<file path="src/rtl/ncl_pkg.sv">
// Shared definitions for the NCL 1-of-3 grant sink: handshake state encoding,
// rail indices and small rail-decoding helpers.
package ncl_pkg;

    typedef enum logic {
        WAIT_DATA = 1'b0,
        WAIT_NULL = 1'b1
    } sink_state_t;

    localparam int RAIL0 = 0;
    localparam int RAIL1 = 1;
    localparam int RAIL2 = 2;
    localparam int ID_W  = 2;

    function automatic logic is_onehot3(input logic [2:0] rails);
        return (rails == 3'b001) || (rails == 3'b010) || (rails == 3'b100);
    endfunction

    function automatic logic is_multi3(input logic [2:0] rails);
        return (rails[0] & rails[1]) | (rails[0] & rails[2]) | (rails[1] & rails[2]);
    endfunction

    function automatic logic [ID_W-1:0] rail_to_id(input logic [2:0] rails);
        logic [ID_W-1:0] id;
        case (rails)
            3'b001:  id = ID_W'(RAIL0);
            3'b010:  id = ID_W'(RAIL1);
            3'b100:  id = ID_W'(RAIL2);
            default: id = ID_W'(RAIL0);
        endcase
        return id;
    endfunction

endpackage

</file>
<file path="src/rtl/grant_fifo.sv">
// Small synchronous FIFO with a registered head entry; the head holds its last
// value once the FIFO drains, and push+pop is accepted even when full.
module grant_fifo #(
    parameter int DEPTH = 4,
    parameter int WIDTH = 2
) (
    input  logic             clk,
    input  logic             rst_n,
    input  logic             push,
    input  logic [WIDTH-1:0] din,
    input  logic             pop,
    output logic [WIDTH-1:0] dout,
    output logic             valid,
    output logic             full,
    output logic             empty
);

    localparam int AW = $clog2(DEPTH);
    localparam logic [AW:0] CNT_ONE  = (AW+1)'(1);
    localparam logic [AW:0] CNT_FULL = (AW+1)'(DEPTH);

    logic [WIDTH-1:0] mem_r [DEPTH];
    logic [AW-1:0]    wr_ptr_r;
    logic [AW-1:0]    rd_ptr_r;
    logic [AW-1:0]    rd_next_s;
    logic [AW:0]      count_r;
    logic [AW:0]      count_nxt_s;
    logic [WIDTH-1:0] head_r;
    logic [WIDTH-1:0] head_nxt_s;
    logic             valid_r;
    logic             empty_s;
    logic             full_s;
    logic             push_eff_s;
    logic             pop_eff_s;

    // Occupancy, qualified push/pop and next head value.
    always_comb begin
        empty_s     = (count_r == {(AW+1){1'b0}});
        full_s      = (count_r == CNT_FULL);
        pop_eff_s   = pop & ~empty_s;
        push_eff_s  = push & (~full_s | pop_eff_s);
        rd_next_s   = rd_ptr_r + AW'(1);
        count_nxt_s = count_r;
        case ({push_eff_s, pop_eff_s})
            2'b10:   count_nxt_s = count_r + CNT_ONE;
            2'b01:   count_nxt_s = count_r - CNT_ONE;
            default: count_nxt_s = count_r;
        endcase
        head_nxt_s = head_r;
        // Next head comes from storage if more remain, otherwise from the incoming push.
        if (pop_eff_s && (count_r > CNT_ONE)) begin
            head_nxt_s = mem_r[rd_next_s];
        end else if (push_eff_s && (empty_s || (pop_eff_s && (count_r == CNT_ONE)))) begin
            head_nxt_s = din;
        end else begin
            head_nxt_s = head_r;
        end
    end

    // Storage, pointers, count and registered head/valid.
    always_ff @(posedge clk or negedge rst_n) begin
        if (!rst_n) begin
            for (int i = 0; i < DEPTH; i++) begin
                mem_r[i] <= {WIDTH{1'b0}};
            end
            wr_ptr_r <= {AW{1'b0}};
            rd_ptr_r <= {AW{1'b0}};
            count_r  <= {(AW+1){1'b0}};
            head_r   <= {WIDTH{1'b0}};
            valid_r  <= 1'b0;
        end else begin
            if (push_eff_s) begin
                mem_r[wr_ptr_r] <= din;
                wr_ptr_r        <= wr_ptr_r + AW'(1);
            end
            if (pop_eff_s) begin
                rd_ptr_r <= rd_next_s;
            end
            count_r <= count_nxt_s;
            head_r  <= head_nxt_s;
            valid_r <= (count_nxt_s != {(AW+1){1'b0}});
        end
    end

    assign dout  = head_r;
    assign valid = valid_r;
    assign full  = full_s;
    assign empty = empty_s;

endmodule

</file>
<file path="src/rtl/trinary_grant_sink.sv">
// Clocked sink for the 1-of-3 NCL grant channel: synchronises the rails, closes the
// four-phase handshake on trinary_comp, queues grant IDs and counts grants per requester.
module trinary_grant_sink
    import ncl_pkg::*;
#(
    parameter int SYNC_STAGES = 2,
    parameter int FIFO_DEPTH  = 4,
    parameter int CNT_W       = 16
) (
    input  logic             clk,
    input  logic             rst_n,
    input  logic [2:0]       trinary,
    output logic             trinary_comp,
    output logic             gnt_valid,
    output logic [ID_W-1:0]  gnt_id,
    input  logic             gnt_ready,
    output logic [CNT_W-1:0] cnt0,
    output logic [CNT_W-1:0] cnt1,
    output logic [CNT_W-1:0] cnt2,
    output logic             err_multi
);

    localparam logic [CNT_W-1:0] CNT_MAX = {CNT_W{1'b1}};

    logic [2:0]       sync_r [SYNC_STAGES];
    logic [2:0]       trs_s;
    sink_state_t      state_r;
    logic             comp_r;
    logic             err_r;
    logic             push_r;
    logic [ID_W-1:0]  push_id_r;
    logic [ID_W-1:0]  acc_id_s;
    logic [CNT_W-1:0] cnt0_r;
    logic [CNT_W-1:0] cnt1_r;
    logic [CNT_W-1:0] cnt2_r;
    logic             fifo_full_s;
    logic             fifo_empty_s;
    logic             pop_s;
    logic             accept_s;

    // Rail synchroniser chain; only its last stage is visible to the handshake logic.
    always_ff @(posedge clk or negedge rst_n) begin
        if (!rst_n) begin
            for (int i = 0; i < SYNC_STAGES; i++) begin
                sync_r[i] <= 3'b000;
            end
        end else begin
            sync_r[0] <= trinary;
            for (int i = 1; i < SYNC_STAGES; i++) begin
                sync_r[i] <= sync_r[i-1];
            end
        end
    end

    // Accept a clean DATA wavefront only when the FIFO has (or is freeing) a slot.
    always_comb begin
        trs_s    = sync_r[SYNC_STAGES-1];
        pop_s    = gnt_ready & ~fifo_empty_s;
        acc_id_s = rail_to_id(trs_s);
        if ((state_r == WAIT_DATA) && is_onehot3(trs_s) && (!fifo_full_s || pop_s)) begin
            accept_s = 1'b1;
        end else begin
            accept_s = 1'b0;
        end
    end

    // Handshake FSM; the push is registered so the ID lands in the FIFO one edge after comp rises.
    always_ff @(posedge clk or negedge rst_n) begin
        if (!rst_n) begin
            state_r   <= WAIT_DATA;
            comp_r    <= 1'b0;
            err_r     <= 1'b0;
            push_r    <= 1'b0;
            push_id_r <= {ID_W{1'b0}};
        end else begin
            push_r <= 1'b0;
            if (is_multi3(trs_s)) begin
                err_r <= 1'b1;
            end
            case (state_r)
                WAIT_DATA: begin
                    if (accept_s) begin
                        state_r   <= WAIT_NULL;
                        comp_r    <= 1'b1;
                        push_r    <= 1'b1;
                        push_id_r <= acc_id_s;
                    end
                end
                WAIT_NULL: begin
                    if (trs_s == 3'b000) begin
                        state_r <= WAIT_DATA;
                        comp_r  <= 1'b0;
                    end
                end
                default: begin
                    state_r <= WAIT_DATA;
                    comp_r  <= 1'b0;
                end
            endcase
        end
    end

    // Saturating per-requester grant counters, bumped on the accepting edge.
    always_ff @(posedge clk or negedge rst_n) begin
        if (!rst_n) begin
            cnt0_r <= {CNT_W{1'b0}};
            cnt1_r <= {CNT_W{1'b0}};
            cnt2_r <= {CNT_W{1'b0}};
        end else if (accept_s) begin
            case (acc_id_s)
                2'd0:    if (cnt0_r != CNT_MAX) cnt0_r <= cnt0_r + CNT_W'(1);
                2'd1:    if (cnt1_r != CNT_MAX) cnt1_r <= cnt1_r + CNT_W'(1);
                2'd2:    if (cnt2_r != CNT_MAX) cnt2_r <= cnt2_r + CNT_W'(1);
                default: cnt0_r <= cnt0_r;
            endcase
        end
    end

    grant_fifo #(
        .DEPTH (FIFO_DEPTH),
        .WIDTH (ID_W)
    ) u_fifo (
        .clk   (clk),
        .rst_n (rst_n),
        .push  (push_r),
        .din   (push_id_r),
        .pop   (pop_s),
        .dout  (gnt_id),
        .valid (gnt_valid),
        .full  (fifo_full_s),
        .empty (fifo_empty_s)
    );

    assign trinary_comp = comp_r;
    assign err_multi    = err_r;
    assign cnt0         = cnt0_r;
    assign cnt1         = cnt1_r;
    assign cnt2         = cnt2_r;

endmodule

</file>
<file path="config.mk">
export PLATFORM = sky130hd
export DESIGN_NAME = trinary_grant_sink
export DESIGN_NICKNAME = d
export VERILOG_FILES = /design/src/rtl/ncl_pkg.sv /design/src/rtl/grant_fifo.sv /design/src/rtl/trinary_grant_sink.sv
export SDC_FILE = /design/constraint.sdc
export NUM_CORES = 1
export LEC_CHECK = 0
export CAP_MARGIN = 40
export CORE_MARGIN = 4
export CORE_UTILIZATION = 53
export DETAILED_ROUTE_END_ITERATION = 6
export PLACE_DENSITY_LB_ADDON = 0.15
export REMOVE_ABC_BUFFERS = 1
export SLEW_MARGIN = 25
export SYNTH_ARGS = -nofsm -noshare
export SYNTH_HDL_FRONTEND = slang
export SYNTH_SLANG_ARGS = --single-unit
</file>
<file path="constraint.sdc">
create_clock -name clk -period 3.3 [get_ports clk]
set_clock_uncertainty 0.05 [all_clocks]
set_input_delay 0.825 -clock clk [delete_from_list [all_inputs] [get_ports clk]]
set_output_delay 0.825 -clock clk [all_outputs]
set_load 0.02 [all_outputs]
</file>
; Word level (Yosys, flattened, before mapping)
; Index checks and enable logic that the tools add are counted.
[totals]
reg_bits = 78
latch_bits = 0
ram_bits = 0
romBits = 0
out_inout_bits = 53
elab_cells = 97
memories = 0
[op_classes]
add_sub_neg = 7
multipliers = 0
div = 0
n_lt_le_gt_ge = 4
eq_ne = 14
n_shift = 0
n_mux = 18
bitwise_logic = 14
n_reduce_logical = 21
[op_table]
columns = op, count
row1 = adder 16 x 1 -> 16 bit (second input constant), 3
row2 = != test 16 bit (second input constant), 3
row3 = two-way mux 2 bit, 5
row4 = AND reduction 3 bit, 3
row5 = bitwise mux 8 bit, 1
row6 = AND 1 bit, 6
row7 = equality test 3 x 1 -> 1 bit (second input constant), 2
row8 = equality test 3 bit (second input constant), 2
row9 = >= comparator 3 bit (second input constant), 2
row10 = logical AND 1 bit, 6
row11 = logical NOT 3 bit, 2
row12 = two-way mux 1 bit, 6
row13 = NOT 2 -> 3 bit, 2
row14 = one-hot mux 3 bit (2 select lines), 1
row15 = adder 2 x 1 -> 2 bit (second input constant), 2
row16 = binary-select mux 2 bit (select 2 bit), 1
row17 = demux 2 bit (select 2 bit), 1
row18 = equality test 2 x 1 -> 1 bit (second input constant), 2
row19 = equality test 2 bit (second input constant), 2
row20 = logical OR 1 bit, 4
row21 = one-hot mux 1 bit (2 select lines), 2
row22 = one-hot mux 2 bit (2 select lines), 1
row23 = AND reduction 2 bit, 2
row24 = adder 3 x 1 -> 3 bit (second input constant), 1
row25 = 12 further kinds, 16

; Longest topological paths before layout
; Gate-level depths: netlist of the first run.
[depth]
depth_word = 9
depth_mapped = 11
ltp_nobuf = 11

; Hierarchy
; From an unflattened synthesis of the first run, not the netlist that was laid out.
[unflattened]
hier_cells = 333
area_unflattened_um2 = 3784.9
[by_module_without_submodules]
columns = module, n_inst, cells_per_inst, area_per_inst_um2
row1 = trinary_grant_sink, 1, 252, 2785.2
row2 = grant_fifo, 1, 81, 999.7

; Worst setup path after synthesis of the first run
; Ideal clock, no wire load.
[synth_path]
path_kind = input-to-reg
start = input gnt_ready
end = register u_fifo.valid_r, in the netlist u_fifo.valid
setup_ns = 0.131
arrival_ns = 2.519
required_time_ns = 3.119
path_slack_ns = 0.599
path_stages = 9
n_path_buf = 0
path_cell_list = nand3b_1 -> nand2_1 -> clkinv_1 -> ha_1 -> nor2_1 -> mux2_2 -> a22oi_1 -> nand2_1 -> or3_1
[synth_via]
elab_chain_cells = 7
[synth_rtl]
columns = element, line_no
row1 = from (decl), trinary_grant_sink.sv:16  ; input logic gnt_ready,
row2 = AND 1 bit *, trinary_grant_sink.sv:58  ; pop_s = gnt_ready & ~fifo_empty_s;
row3 = AND 1 bit *, grant_fifo.sv:40  ; pop_eff_s = pop & ~empty_s;
row4 = bitwise OR 1 bit *, grant_fifo.sv:41  ; push_eff_s = push & (~full_s | pop_eff_s);
row5 = AND 1 bit *, grant_fifo.sv:41
row6 = via u_fifo.push_eff_s, grant_fifo.sv:33  ; logic push_eff_s;
row7 = equality test 2 x 1 -> 1 bit / equality test 2 bit (equally long branches), grant_fifo.sv:44  ; case ({push_eff_s, pop_eff_s})
row8 = one-hot mux 3 bit (2 select lines) *, grant_fifo.sv:44
row9 = via u_fifo.count_nxt_s[2], grant_fifo.sv:27  ; logic [AW:0] count_nxt_s;
row10 = nonzero test 3 bit *, grant_fifo.sv:81  ; valid_r <= (count_nxt_s != {(AW+1){1'b0}});
row11 = to (signal assigned), grant_fifo.sv:81
row12 = to (decl), grant_fifo.sv:30  ; logic valid_r;
; The timed path passes the listed nets; every way through them passes the cells marked *.
; A chain may end at the register's enable or synchronous reset.

; Worst setup path in the final report of the first run
; Same ends and word-level chain as after synthesis.

==> results of run 1 <==
## critical path, cell delays in order
cell and delay (ns):
clkdlybuf4s50_1 0.45, nand3b_1 0.19, nand2_1 0.14, clkinv_1 0.10, ha_1 0.38, nor2_1 0.08, mux2_2 0.27, a22oi_1 0.18
nand2_1 0.09, or3_1 0.36
## registers in the layout (all words and copies together) (netlist names)
| signal | flops |
|---|---|
| state_r | 1 |
| cnt0 | 16 |
| u_fifo.mem_r | 8 |
| trinary_comp | 1 |
| u_fifo.valid | 1 |
| sync_r | 3 |
| push_id_r | 2 |
| cnt2 | 16 |
| trs_s | 3 |
| u_fifo.rd_ptr_r | 2 |
| cnt1 | 16 |
| u_fifo.count_r | 3 |
| err_multi | 1 |
| push_r | 1 |
| u_fifo.wr_ptr_r | 2 |
| u_fifo.dout | 2 |
## per-layer routing
layer,global-route usage [%],wire [um]
met1,23.6,3300
met2,27.0,3250
met3,3.47,236
met4,8.67,128
met5,0,0
## stage by stage
| stage | util (%) | cell area [sq um] |
|---|---|---|
| global route | 70.7 | 4620 |
| floorplan | - | 3630 |
| global placement | 66.6 | 4350 |
| detailed placement | 66.9 | 4370 |
| finish | 70.7 | 4620 |
| CTS | 70.7 | 4620 |
## cell usage in the layout, fill, tap and decap left out, drive strengths merged, types with 3 or more instances in the layout
master	instances
nand2	33
bufinv	3
mux2	15
ha	14
and4	7
a21oi	4
and3	8
dfrtp	78
a21boi	3
nand3b	3
nor4	5
nand4	11
xor2	23
buf	8
clkdlybuf4s50	57
nand3	13
nor2b	3
mux2i	3
xnor2	23
inv	9
nor3	5
nor2	19
nand2b	3
clkbuf	13
o21ai	4
## final timing paths
path / startpoint / end / cells past startpoint
max: gnt_ready / u_fifo.valid / 10
min reg2reg: sync_r[3] / trs_s[0] / 0
max in group asynchronous: rst_n / cnt1[5] / 2
min in group asynchronous: rst_n / u_fifo.count_r[2] / 1
min: sync_r[3] / trs_s[0] / 0
max reg2reg: u_fifo.count_r[0] / u_fifo.valid / 11
## cell families after synthesis
kind of cell               after synthesis
DFF                                     78
and+or+nand+nor                        121
muxes                                   20
xor gates and xnor gates                46
AOI/OAI and AO/OA                       17
buffers and inverters                   13
adders and majority gates               15
## cell type report
type	instances	area (sq um)	area share [%]
Clock buffer	13	159	3.44
Multi-Input combinational cell	219	1640	35.5
Inverter	10	37.5	0.813
Tap cell	77	96.3	2.09
Sequential cell	78	1950	42.3
Timing Repair Buffer	65	643	13.9
Clock inverter	3	90.1	1.95
## power by group through the flow
stage	Sequential (mW)	Clock [mW]	Combinational (mW)
2_1_floorplan	1.51	0	0.470
3_3_place_gp	1.41	0	0.948
3_5_place_dp	1.41	0	0.977
4_1_cts	1.40	0.900	0.985
5_1_grt	1.44	0.931	1.06
6_report	1.40	0.881	0.972
==> impl_metrics.xml, run 1 <==
<?xml version="1.0" encoding="UTF-8"?>
<metrics>
  <group name="global_route">
    <metric name="grt-ovfl-total" unit="">0</metric>
    <metric name="first_pass_grt_wire_length" unit="um">11700</metric>
    <metric name="antenna_found_initial" unit="">0</metric>
    <metric name="track_usage" unit="%">17.4</metric>
    <metric name="first_global_vias" unit="">2506</metric>
    <metric name="pin_count_of_the_biggest_net_entering_global_routing" unit="">44</metric>
  </group>
  <group name="min_path">
    <metric name="worst_hold_path_type" unit="">flop to flop</metric>
  </group>
  <group name="detailed_routing">
    <metric name="route.detailed.wl_per_inst" unit="um">14.9</metric>
    <metric name="avgViaCountPerCell" unit="">5.44</metric>
    <metric name="finalWirelength" unit="um">6920</metric>
    <metric name="detailedRoute.firstPassIterationCount" unit="">4</metric>
    <metric name="route.vias.total" unit="">2528</metric>
    <metric name="drc" unit="">0</metric>
    <metric name="first_iter_violations" unit="">161</metric>
    <metric name="final_antenna_net_count" unit="">0</metric>
  </group>
  <group name="timing">
    <metric name="worst_slew_pin_slew" unit="ns">0.820</metric>
    <metric name="unrepaired_setup_endpoints_after_global_routing" unit="">false</metric>
    <metric name="finalHoldViolations" unit="">0</metric>
    <metric name="max_freq" unit="GHz">0.348</metric>
    <metric name="report.final.setup_viol" unit="">0</metric>
    <metric name="min_period_over_period" unit="%">87.1</metric>
    <metric name="timing.slew.headroom" unit="%">44.5</metric>
    <metric name="totalNegativeSetupSlack" unit="ns">0</metric>
    <metric name="holdWs" unit="ns">0.302</metric>
    <metric name="timing.final.ws_setup" unit="ns">0.426</metric>
    <metric name="finalCriticalPeriod" unit="ns">2.87</metric>
    <metric name="max_transition_viols_final" unit="">0</metric>
  </group>
  <group name="layout">
    <metric name="n_antenna_cell" unit="">0</metric>
    <metric name="finalNonFillerCells" unit="">465</metric>
    <metric name="finalNetCount" unit="">403</metric>
    <metric name="area_added_between_synthesis_and_finish" unit="%">26.5</metric>
    <metric name="fillers" unit="">491</metric>
    <metric name="post_route_cells_drive_above_1_share" unit="%">12.1</metric>
  </group>
  <group name="yosys">
    <metric name="synth-edff-count" unit="">0</metric>
    <metric name="yosys.area_share.simple" unit="%">19.0</metric>
    <metric name="postSynth.asyncResetShare" unit="%">100</metric>
    <metric name="synth_largest_area_cell" unit="">dfrtp_1</metric>
    <metric name="syn_area_cell" unit="sq um">11.8</metric>
    <metric name="post-synth-top-area-fraction" unit="%">53.4</metric>
    <metric name="synth_compound_area_share" unit="%">3.15</metric>
    <metric name="top_count_cell_post_synth" unit="">dfrtp_1</metric>
    <metric name="synth_adder_area_share" unit="%">5.07</metric>
    <metric name="synthesis.instances" unit="">310</metric>
    <metric name="post_synth_xor_area_fraction" unit="%">11.0</metric>
    <metric name="synth.cells.most_frequent" unit="">78 x dfrtp_1, 33 x nand2_1, 23 x xnor2_1, 23 x xor2_1, 19 x nor2_1</metric>
    <metric name="mappedNetlistArea" unit="sq mm">0.00365</metric>
    <metric name="yosys_warnings" unit="">0</metric>
    <metric name="synth_top_family_by_area" unit="">simple AND/OR/NAND/NOR gates</metric>
    <metric name="ys_ff_latch" unit="">78</metric>
    <metric name="yosysUniqueCellTypes" unit="">43</metric>
    <metric name="ys_dominant_reg_cell" unit="">dfrtp_1</metric>
    <metric name="synth_sequential_area_ratio" unit="%">53.4</metric>
    <metric name="synthMuxAreaShare" unit="%">6.68</metric>
    <metric name="synth_top_cells_by_area" unit="">dfrtp_1 53%, xnor2_1 5.5%, xor2_1 5.5%</metric>
  </group>
  <group name="power">
    <metric name="power_density" unit="mW/mm^2">704</metric>
    <metric name="p_int" unit="mW">2.22</metric>
    <metric name="seqPwrFrac" unit="%">43.0</metric>
    <metric name="total_power" unit="mW">3.25</metric>
    <metric name="power.ir.vdd_worst" unit="V">0.000419</metric>
    <metric name="comb_power_share" unit="%">29.9</metric>
    <metric name="clock_power_share" unit="%">27.1</metric>
    <metric name="swShare" unit="%">31.7</metric>
    <metric name="power_leakage" unit="nW">2.03</metric>
    <metric name="switchingPower" unit="mW">1.03</metric>
  </group>
  <group name="place">
    <metric name="post-place-ws" unit="ns">0.0969</metric>
    <metric name="hpwl" unit="um">4920</metric>
    <metric name="buffer_ports.inserted" unit="">58</metric>
    <metric name="place.detailed.instances" unit="">449</metric>
    <metric name="place_congestion" unit="">0.800</metric>
  </group>
  <group name="floorplanning">
    <metric name="row_count" unit="">29</metric>
    <metric name="core_area" unit="sq mm">0.00653</metric>
    <metric name="ios" unit="">59</metric>
    <metric name="die_h" unit="um">91.0</metric>
    <metric name="initial_utilization" unit="%">55.9</metric>
    <metric name="fp.dieW" unit="um">91.0</metric>
    <metric name="die-area" unit="sq mm">0.00828</metric>
  </group>
  <group name="clocking">
    <metric name="post_cts_buffers" unit="">0</metric>
    <metric name="clk_root_buffer_cell" unit="">clkbuf_8</metric>
    <metric name="clock-sinks" unit="">78</metric>
    <metric name="postCtsHoldBufs" unit="">0</metric>
    <metric name="clk_path_buf_depth" unit="">2</metric>
    <metric name="post_cts_resized" unit="">0</metric>
    <metric name="cts-htree-levels" unit="">3</metric>
    <metric name="numCtsBuffers" unit="">9</metric>
    <metric name="clk-insertion-delay-late" unit="ns">0.34</metric>
    <metric name="cts_tree" unit="">done</metric>
    <metric name="clk_pin_slew_worst_paths" unit="ns">0.08</metric>
  </group>
  <group name="status">
    <metric name="status" unit="">finished, final reports clean</metric>
  </group>
  <group name="critical_path">
    <metric name="flop2flop_setup_slack" unit="ns">0.65</metric>
    <metric name="worst_setup_path_start_kind" unit="">primary input</metric>
    <metric name="path_max_fanout" unit="">6</metric>
    <metric name="crit_path_kind" unit="">primary input to flop</metric>
    <metric name="arrival" unit="ns">3.05</metric>
    <metric name="worst-endpoint-required" unit="ns">3.48</metric>
    <metric name="crit_end_category" unit="">flop</metric>
  </group>
  <group name="job">
    <metric name="timing.max_cap.violations" unit="">0</metric>
  </group>
</metrics>
Power figures use the tool's default switching activity.
==> run 2, diff against run 1 <==
Settings changed: CORE_UTILIZATION 53 to 54, SYNTH_HIERARCHICAL from default to 1.
==> run 2 against run 1 <==
  * Count of clock-buffer cells in the layout is 1 lower
  * Largest power group unchanged
  * Critical path depth rose by 3
  * Fmax about the same
  * Hold slack better by 0.00069 ns
  * Combinational power is 19% lower
  * Sequential share of layout area down 0.27 points
  * Clock power fell by 26%
  * Highest routed layer unchanged
  * Area after synthesis grew 3.6%
==> impl_metrics.xml, run 2 <==
<?xml version="1.0" encoding="UTF-8"?>
<metrics>
  <group name="critical_path">
    <metric name="crit_path_kind" unit="">flop to flop</metric>
    <metric name="worst-endpoint-required" unit="ns">3.47</metric>
    <metric name="crit_end_category" unit="">flop</metric>
    <metric name="path_max_fanout" unit="">8</metric>
    <metric name="worstRegToRegCells" unit="">13</metric>
    <metric name="worst_setup_path_start_kind" unit="">flop</metric>
    <metric name="arrival" unit="ns">3.04</metric>
  </group>
  <group name="layout">
    <metric name="layout.cells.most_common" unit="">dfrtp_1</metric>
    <metric name="finalNonFillerCells" unit="">499</metric>
    <metric name="layout.area.seq" unit="sq mm">0.00195</metric>
    <metric name="post_route_cells_drive_above_1_share" unit="%">10.4</metric>
    <metric name="multi_input_area" unit="sq mm">0.00175</metric>
    <metric name="area_added_between_synthesis_and_finish" unit="%">22.8</metric>
    <metric name="most-common-layout-cells" unit="">78 x dfrtp_1, 57 x clkdlybuf4s50_1, 29 x nand2_1</metric>
    <metric name="finalNetCount" unit="">420</metric>
    <metric name="n_antenna_cell" unit="">0</metric>
    <metric name="fillers" unit="">565</metric>
  </group>
  <group name="floorplanning">
    <metric name="die-area" unit="sq mm">0.00841</metric>
    <metric name="fp.dieW" unit="um">91.7</metric>
    <metric name="row_count" unit="">30</metric>
    <metric name="ios" unit="">59</metric>
    <metric name="core_area" unit="sq mm">0.00679</metric>
    <metric name="die_h" unit="um">91.7</metric>
    <metric name="initial_utilization" unit="%">55.7</metric>
  </group>
  <group name="power">
    <metric name="total_power" unit="mW">2.76</metric>
    <metric name="seqPwrFrac" unit="%">47.6</metric>
    <metric name="switchingPower" unit="uW">912</metric>
    <metric name="power.ir.vdd_worst" unit="V">0.000353</metric>
    <metric name="power_density" unit="mW/mm^2">594</metric>
    <metric name="swShare" unit="%">33.0</metric>
    <metric name="clock_power_share" unit="%">23.7</metric>
    <metric name="p_int" unit="mW">1.85</metric>
    <metric name="comb_power_share" unit="%">28.6</metric>
    <metric name="power_leakage" unit="nW">2.07</metric>
  </group>
  <group name="yosys">
    <metric name="synth-edff-count" unit="">0</metric>
    <metric name="yosys_warnings" unit="">6</metric>
    <metric name="top_count_cell_post_synth" unit="">dfrtp_1</metric>
    <metric name="ys_ff_latch" unit="">78</metric>
    <metric name="yosysUniqueCellTypes" unit="">56</metric>
    <metric name="mappedNetlistArea" unit="sq mm">0.00378</metric>
    <metric name="synth_sequential_area_ratio" unit="%">51.6</metric>
    <metric name="syn_area_cell" unit="sq um">11.4</metric>
    <metric name="synth_largest_area_cell" unit="">dfrtp_1</metric>
    <metric name="synthesis.instances" unit="">333</metric>
    <metric name="postSynth.asyncResetShare" unit="%">100</metric>
    <metric name="synth_top_cells_by_area" unit="">dfrtp_1 52%, xnor2_1 5.3%, xor2_1 4.9%</metric>
    <metric name="synth.cells.most_frequent" unit="">78 x dfrtp_1, 29 x nand2_1, 23 x nand3_1, 23 x xnor2_1, 21 x xor2_1</metric>
    <metric name="ys_dominant_reg_cell" unit="">dfrtp_1</metric>
    <metric name="post-synth-top-area-fraction" unit="%">51.6</metric>
  </group>
  <group name="timing">
    <metric name="report.final.setup_viol" unit="">0</metric>
    <metric name="worst_slew_pin_slew" unit="ns">0.511</metric>
    <metric name="max_transition_viols_final" unit="">0</metric>
    <metric name="holdWs" unit="ns">0.302</metric>
    <metric name="min_period_over_period" unit="%">87.1</metric>
    <metric name="max_freq" unit="GHz">0.348</metric>
    <metric name="totalNegativeSetupSlack" unit="ns">0</metric>
    <metric name="unrepaired_setup_endpoints_after_global_routing" unit="">false</metric>
    <metric name="timing.slew.headroom" unit="%">65.9</metric>
    <metric name="finalCriticalPeriod" unit="ns">2.87</metric>
    <metric name="finalHoldViolations" unit="">0</metric>
  </group>
  <group name="place">
    <metric name="hpwl" unit="um">5340</metric>
    <metric name="place_congestion" unit="">0.772</metric>
    <metric name="buffer_ports.inserted" unit="">58</metric>
    <metric name="place.detailed.instances" unit="">485</metric>
  </group>
  <group name="min_path">
    <metric name="holdPathStages" unit="">0</metric>
    <metric name="worst_hold_path_type" unit="">flop to flop</metric>
  </group>
  <group name="detailed_routing">
    <metric name="first_iter_violations" unit="">108</metric>
    <metric name="drc" unit="">0</metric>
    <metric name="final_antenna_net_count" unit="">0</metric>
    <metric name="avgViaCountPerCell" unit="">5.39</metric>
    <metric name="finalWirelength" unit="um">7350</metric>
    <metric name="detailedRoute.firstPassIterationCount" unit="">4</metric>
    <metric name="route.detailed.wl_per_inst" unit="um">14.7</metric>
    <metric name="route.vias.total" unit="">2688</metric>
  </group>
  <group name="clocking">
    <metric name="clk-insertion-delay-late" unit="ns">0.34</metric>
    <metric name="post_cts_resized" unit="">0</metric>
    <metric name="clock-sinks" unit="">78</metric>
    <metric name="postCtsHoldBufs" unit="">0</metric>
    <metric name="cts-htree-levels" unit="">3</metric>
    <metric name="numCtsBuffers" unit="">9</metric>
    <metric name="clk_root_buffer_cell" unit="">clkbuf_8</metric>
    <metric name="cts_tree" unit="">done</metric>
    <metric name="clk_path_buf_depth" unit="">2</metric>
    <metric name="post_cts_buffers" unit="">0</metric>
    <metric name="clk_pin_slew_worst_paths" unit="ns">0.07</metric>
  </group>
  <group name="global_route">
    <metric name="first_pass_grt_wire_length" unit="um">12800</metric>
    <metric name="track_usage" unit="%">18.8</metric>
    <metric name="antenna_found_initial" unit="">0</metric>
    <metric name="grt-ovfl-total" unit="">0</metric>
    <metric name="first_global_vias" unit="">2715</metric>
    <metric name="pin_count_of_the_biggest_net_entering_global_routing" unit="">41</metric>
  </group>
  <group name="job">
    <metric name="timing.max_cap.violations" unit="">0</metric>
  </group>
  <group name="status">
    <metric name="status" unit="">finished, final reports clean</metric>
  </group>
</metrics>
==> run 2: changes by cell type after synthesis, moves of 3 or more <==
cell      delta
nand2_1      -4
and3_1       -3
and4_1       -6
or4_1        +4
mux2_2       -5
nand3_1     +10
inv_1        +5
nor2b_1      -3
nor3_1      +11
mux2_1       +8
nor2_1       -6
nand2b_1     +3
==> run 2: metal layers <==
metal | vias up | share of wire [%] | global-route usage, %
met5 | - | 0 | 0
met4 | 0 | 1.2 | 7.43
met3 | 9 | 3.4 | 4.10
met2 | 52 | 49 | 29.6
met1 | 1327 | 46 | 25.5
li1 | 1300 | - | -
==> run 2: final cells by class <==
class                   instances  share of cell area [%]
clock buffers                  12                    2.91
multi-input cells             236                    37.6
flip-flops and latches         78                    42.0
clock inverters                 2                   0.753
inverters                      16                    1.29
well taps                      96                    2.58
repair buffers                 59                    12.9
==> run 2: critical path: stages (launching register included) <==
cell and delay, ns:
dfrtp_1 0.41, inv_1 0.15, ha_1 0.24, nand2b_1 0.09, inv_1 0.05, nand2b_2 0.19, inv_1 0.15, o21ai_2 0.24
inv_2 0.12, ha_1 0.26, a22o_1 0.23, a21oi_2 0.13, a41oi_1 0.06, or3_1 0.38
==> run 2: cell families after synthesis <==
family          after synthesis  synth area share (%)
mux                          21                  7.01
compound gates               31                  6.35
simple gates                126                  18.0
fa+ha+maj                    14                  4.63
buf+inv                      19                  2.21
flops                        78                  51.6
xor+xnor                     44                  10.2
==> run 2: path summary, 6_finish.rpt <==
check | from | end | slack, ns
setup / recovery | u_fifo/count_r[0] | u_fifo/valid | 0.43
max in group asynchronous | rst_n | cnt0[3] | 2.22
hold reg to reg | sync_r[3] | trs_s[0] | 0.30
setup reg to reg | u_fifo/count_r[0] | u_fifo/valid | 0.43
min in group asynchronous | rst_n | u_fifo/dout[0] | 0.41
hold / removal | sync_r[3] | trs_s[0] | 0.30
==> run 2: through the flow <==
step / worst slack (ns) / util (%) / cell area [sq um]
finish: 0.426 / 68.4 / 4650
detailed placement: 0.115 / 65.9 / 4480
floorplan: 0.716 / - / 3760
global route: 0.199 / 68.4 / 4650
CTS: 0.416 / 68.4 / 4650
global placement: 0.226 / 65.6 / 4460
==> run 2: power by group through the flow <==
stage / Clock, mW / Combinational (mW) / Sequential [mW]
floorplan: 0 / 0.445 / 1.37
global placement: 0 / 0.762 / 1.32
detailed placement: 0 / 0.794 / 1.33
CTS: 0.674 / 0.802 / 1.32
global route: 0.722 / 0.875 / 1.34
finish: 0.656 / 0.791 / 1.32
==> run 3, diff against run 2 <==
Settings changed: CORE_ASPECT_RATIO from default to 1.5, CORE_UTILIZATION 54 to 56, CTS_BUF_LIST from default to sky130_fd_sc_hd__clkbuf_8.
==> run 3 against run 2 <==
  * Design area up 0.16%
  * Critical endpoint unchanged
  * Highest routed layer unchanged
  * Via count grew 0.26%
  * Power increased by 3.5%
==> impl_metrics.xml, run 3 (same netlist as run 2, synthesis figures left out) <==
<?xml version="1.0" encoding="UTF-8"?>
<metrics>
  <group name="status">
    <metric name="status" unit="">finished, final reports clean</metric>
  </group>
  <group name="clocking">
    <metric name="cts-htree-levels" unit="">3</metric>
    <metric name="post_cts_resized" unit="">0</metric>
    <metric name="clk_path_buf_depth" unit="">2</metric>
    <metric name="post_cts_buffers" unit="">0</metric>
    <metric name="clk-insertion-delay-late" unit="ns">0.36</metric>
    <metric name="clk_pin_slew_worst_paths" unit="ns">0.07</metric>
    <metric name="cts_tree" unit="">done</metric>
    <metric name="postCtsHoldBufs" unit="">0</metric>
    <metric name="clock-sinks" unit="">78</metric>
    <metric name="numCtsBuffers" unit="">9</metric>
    <metric name="clk_root_buffer_cell" unit="">clkbuf_8</metric>
  </group>
  <group name="global_route">
    <metric name="antenna_found_initial" unit="">0</metric>
    <metric name="first_global_vias" unit="">2690</metric>
    <metric name="gr-max-usage-layer" unit="">met2</metric>
    <metric name="first_pass_grt_wire_length" unit="um">12100</metric>
    <metric name="grtUsageMet1" unit="%">23.1</metric>
    <metric name="grt_met2_usage" unit="%">32.3</metric>
    <metric name="grt-ovfl-total" unit="">0</metric>
    <metric name="pin_count_of_the_biggest_net_entering_global_routing" unit="">41</metric>
    <metric name="track_usage" unit="%">19.7</metric>
    <metric name="grtUsageMet3" unit="%">4.06</metric>
  </group>
  <group name="floorplanning">
    <metric name="die-area" unit="sq mm">0.00817</metric>
    <metric name="die_h" unit="um">109</metric>
    <metric name="initial_utilization" unit="%">58.0</metric>
    <metric name="fp.dieW" unit="um">75.1</metric>
    <metric name="row_count" unit="">36</metric>
    <metric name="core_area" unit="sq mm">0.00653</metric>
    <metric name="ios" unit="">59</metric>
  </group>
  <group name="power">
    <metric name="power_leakage" unit="nW">2.10</metric>
    <metric name="clock_power_share" unit="%">26.4</metric>
    <metric name="seqPwrFrac" unit="%">45.9</metric>
    <metric name="power.ir.vdd_worst" unit="V">0.000414</metric>
    <metric name="switchingPower" unit="uW">934</metric>
    <metric name="comb_power_share" unit="%">27.7</metric>
    <metric name="swShare" unit="%">32.7</metric>
    <metric name="power_density" unit="mW/mm^2">614</metric>
    <metric name="p_int" unit="mW">1.92</metric>
  </group>
  <group name="critical_path">
    <metric name="crit_end_category" unit="">flop</metric>
    <metric name="timing.critical_path.max_delay_family" unit="">simple AND/OR/NAND/NOR gates</metric>
    <metric name="flop2flop_setup_slack" unit="ns">0.40</metric>
    <metric name="reg2reg_to" unit="">u_fifo/valid</metric>
    <metric name="worst_setup_path_start_kind" unit="">flop</metric>
    <metric name="critical_path.cell_chain" unit="">inv_1 -&gt; ha_1 -&gt; nand2b_1 -&gt; inv_1 -&gt; nand2b_2 -&gt; inv_1 -&gt; o21ai_2 -&gt; inv_2 -&gt; ha_1 -&gt; a22o_1 -&gt; a21oi_2 -&gt; a41oi_1 -&gt; or3_1</metric>
    <metric name="cpPeakStageDelay" unit="ns">0.41</metric>
    <metric name="worst-path-stages" unit="">13</metric>
    <metric name="critical_path.slowest_cell" unit="">dfrtp_1</metric>
    <metric name="cp.buffers_inverters" unit="">4</metric>
    <metric name="crit_path_kind" unit="">flop to flop</metric>
    <metric name="worstRegToRegCells" unit="">13</metric>
    <metric name="critPathMostFrequentCell" unit="">inv_1</metric>
    <metric name="rr_startpoint" unit="">u_fifo/count_r[0]</metric>
    <metric name="worst-endpoint-required" unit="ns">3.49</metric>
    <metric name="path_max_fanout" unit="">8</metric>
    <metric name="arrival" unit="ns">3.08</metric>
  </group>
  <group name="layout">
    <metric name="layout.cells.most_common" unit="">dfrtp_1</metric>
    <metric name="post-route-util" unit="%">71.3</metric>
    <metric name="fin_area" unit="sq mm">0.00466</metric>
    <metric name="fillers" unit="">495</metric>
    <metric name="most-common-layout-cells" unit="">78 x dfrtp_1, 57 x clkdlybuf4s50_1, 29 x nand2_1</metric>
    <metric name="finalNetCount" unit="">420</metric>
    <metric name="area_added_between_synthesis_and_finish" unit="%">23.0</metric>
    <metric name="n_antenna_cell" unit="">0</metric>
    <metric name="post_route_cells_drive_above_1_share" unit="%">11.1</metric>
  </group>
  <group name="timing">
    <metric name="worst_slew_pin_slew" unit="ns">0.495</metric>
    <metric name="finalHoldViolations" unit="">0</metric>
    <metric name="max_transition_viols_final" unit="">0</metric>
    <metric name="max_freq" unit="GHz">0.345</metric>
    <metric name="unrepaired_setup_endpoints_after_global_routing" unit="">false</metric>
    <metric name="timing.slew.headroom" unit="%">67.0</metric>
    <metric name="totalNegativeSetupSlack" unit="ns">0</metric>
    <metric name="min_period_over_period" unit="%">87.8</metric>
    <metric name="finalCriticalPeriod" unit="ns">2.90</metric>
    <metric name="report.final.setup_viol" unit="">0</metric>
  </group>
  <group name="min_path">
    <metric name="worst_hold_path_type" unit="">flop to flop</metric>
    <metric name="launch_instance_of_the_worst_min_delay_path" unit="">sync_r[5]</metric>
    <metric name="holdPathStages" unit="">0</metric>
    <metric name="min_delay_worst_endpoint" unit="">trs_s[2]</metric>
  </group>
  <group name="detailed_routing">
    <metric name="drc" unit="">0</metric>
    <metric name="first_iter_violations" unit="">108</metric>
    <metric name="finalWirelength" unit="um">7250</metric>
    <metric name="final_antenna_net_count" unit="">0</metric>
    <metric name="avgViaCountPerCell" unit="">5.61</metric>
    <metric name="detailedRoute.firstPassIterationCount" unit="">4</metric>
    <metric name="route.detailed.wl_per_inst" unit="um">15.1</metric>
    <metric name="route.vias.total" unit="">2695</metric>
  </group>
  <group name="place">
    <metric name="place_congestion" unit="">0.823</metric>
    <metric name="hpwl" unit="um">5340</metric>
    <metric name="buffer_ports.inserted" unit="">58</metric>
    <metric name="dpl_cell_area" unit="sq mm">0.00445</metric>
  </group>
  <group name="job">
    <metric name="timing.max_cap.violations" unit="">0</metric>
  </group>
</metrics>
## run 3: changes by cell type in the layout (fill, tap and decap cells not counted)
cell and delta:
clkbuf_1 -3, bufinv_16 +1, clkinv_2 +2, inv_1 +1
## run 3: per-stage QoR
stage               total power, mW  hold slack, ns  std cells  worst slack (ns)
global placement               2.09           0.284        464             0.244
finish                         2.86           0.300        480             0.403
CTS                            2.89           0.302        480             0.419
floorplan                      1.81           0.281        330             0.716
detailed placement             2.13           0.285        465             0.173
global route                   3.03           0.306        480             0.155
## run 3: final cells by class
class | instances | area, sq um | area share [%]
Sequential cell | 78 | 1950 | 41.9
Multi-Input combinational cell | 236 | 1750 | 37.6
Timing Repair Buffer | 59 | 598 | 12.8
Clock buffer | 9 | 124 | 2.66
Tap cell | 76 | 95.1 | 2.04
Clock inverter | 6 | 78.8 | 1.69
Inverter | 16 | 60.1 | 1.29
## run 3: per-layer routing
metal | vias to the layer above | wire length, um
met1 | 1319 | 3050
li1 | 1300 | -
met4 | 0 | 224
met2 | 60 | 3710
met5 | - | 0
met3 | 16 | 259
## run 3: worst max-delay path by stage
stage | startpoint | slack [ns] | end
global route | u_fifo/count_r[0] | 0.16 | u_fifo/valid
CTS | u_fifo/count_r[0] | 0.42 | u_fifo/valid
finish | u_fifo/count_r[0] | 0.40 | u_fifo/valid
global placement | gnt_ready | 0.24 | u_fifo/valid
detailed placement | gnt_ready | 0.17 | u_fifo/valid
floorplan | u_fifo/count_r[0] | 0.72 | u_fifo/valid
## run 3: power groups by stage
| stage | registers (mW) | logic (mW) | clock network [mW] |
|---|---|---|---|
| floorplan | 1.37 | 0.445 | 0 |
| global placement | 1.32 | 0.765 | 0 |
| detailed placement | 1.33 | 0.795 | 0 |
| CTS | 1.31 | 0.801 | 0.775 |
| global route | 1.34 | 0.886 | 0.805 |
| finish | 1.31 | 0.793 | 0.754 |
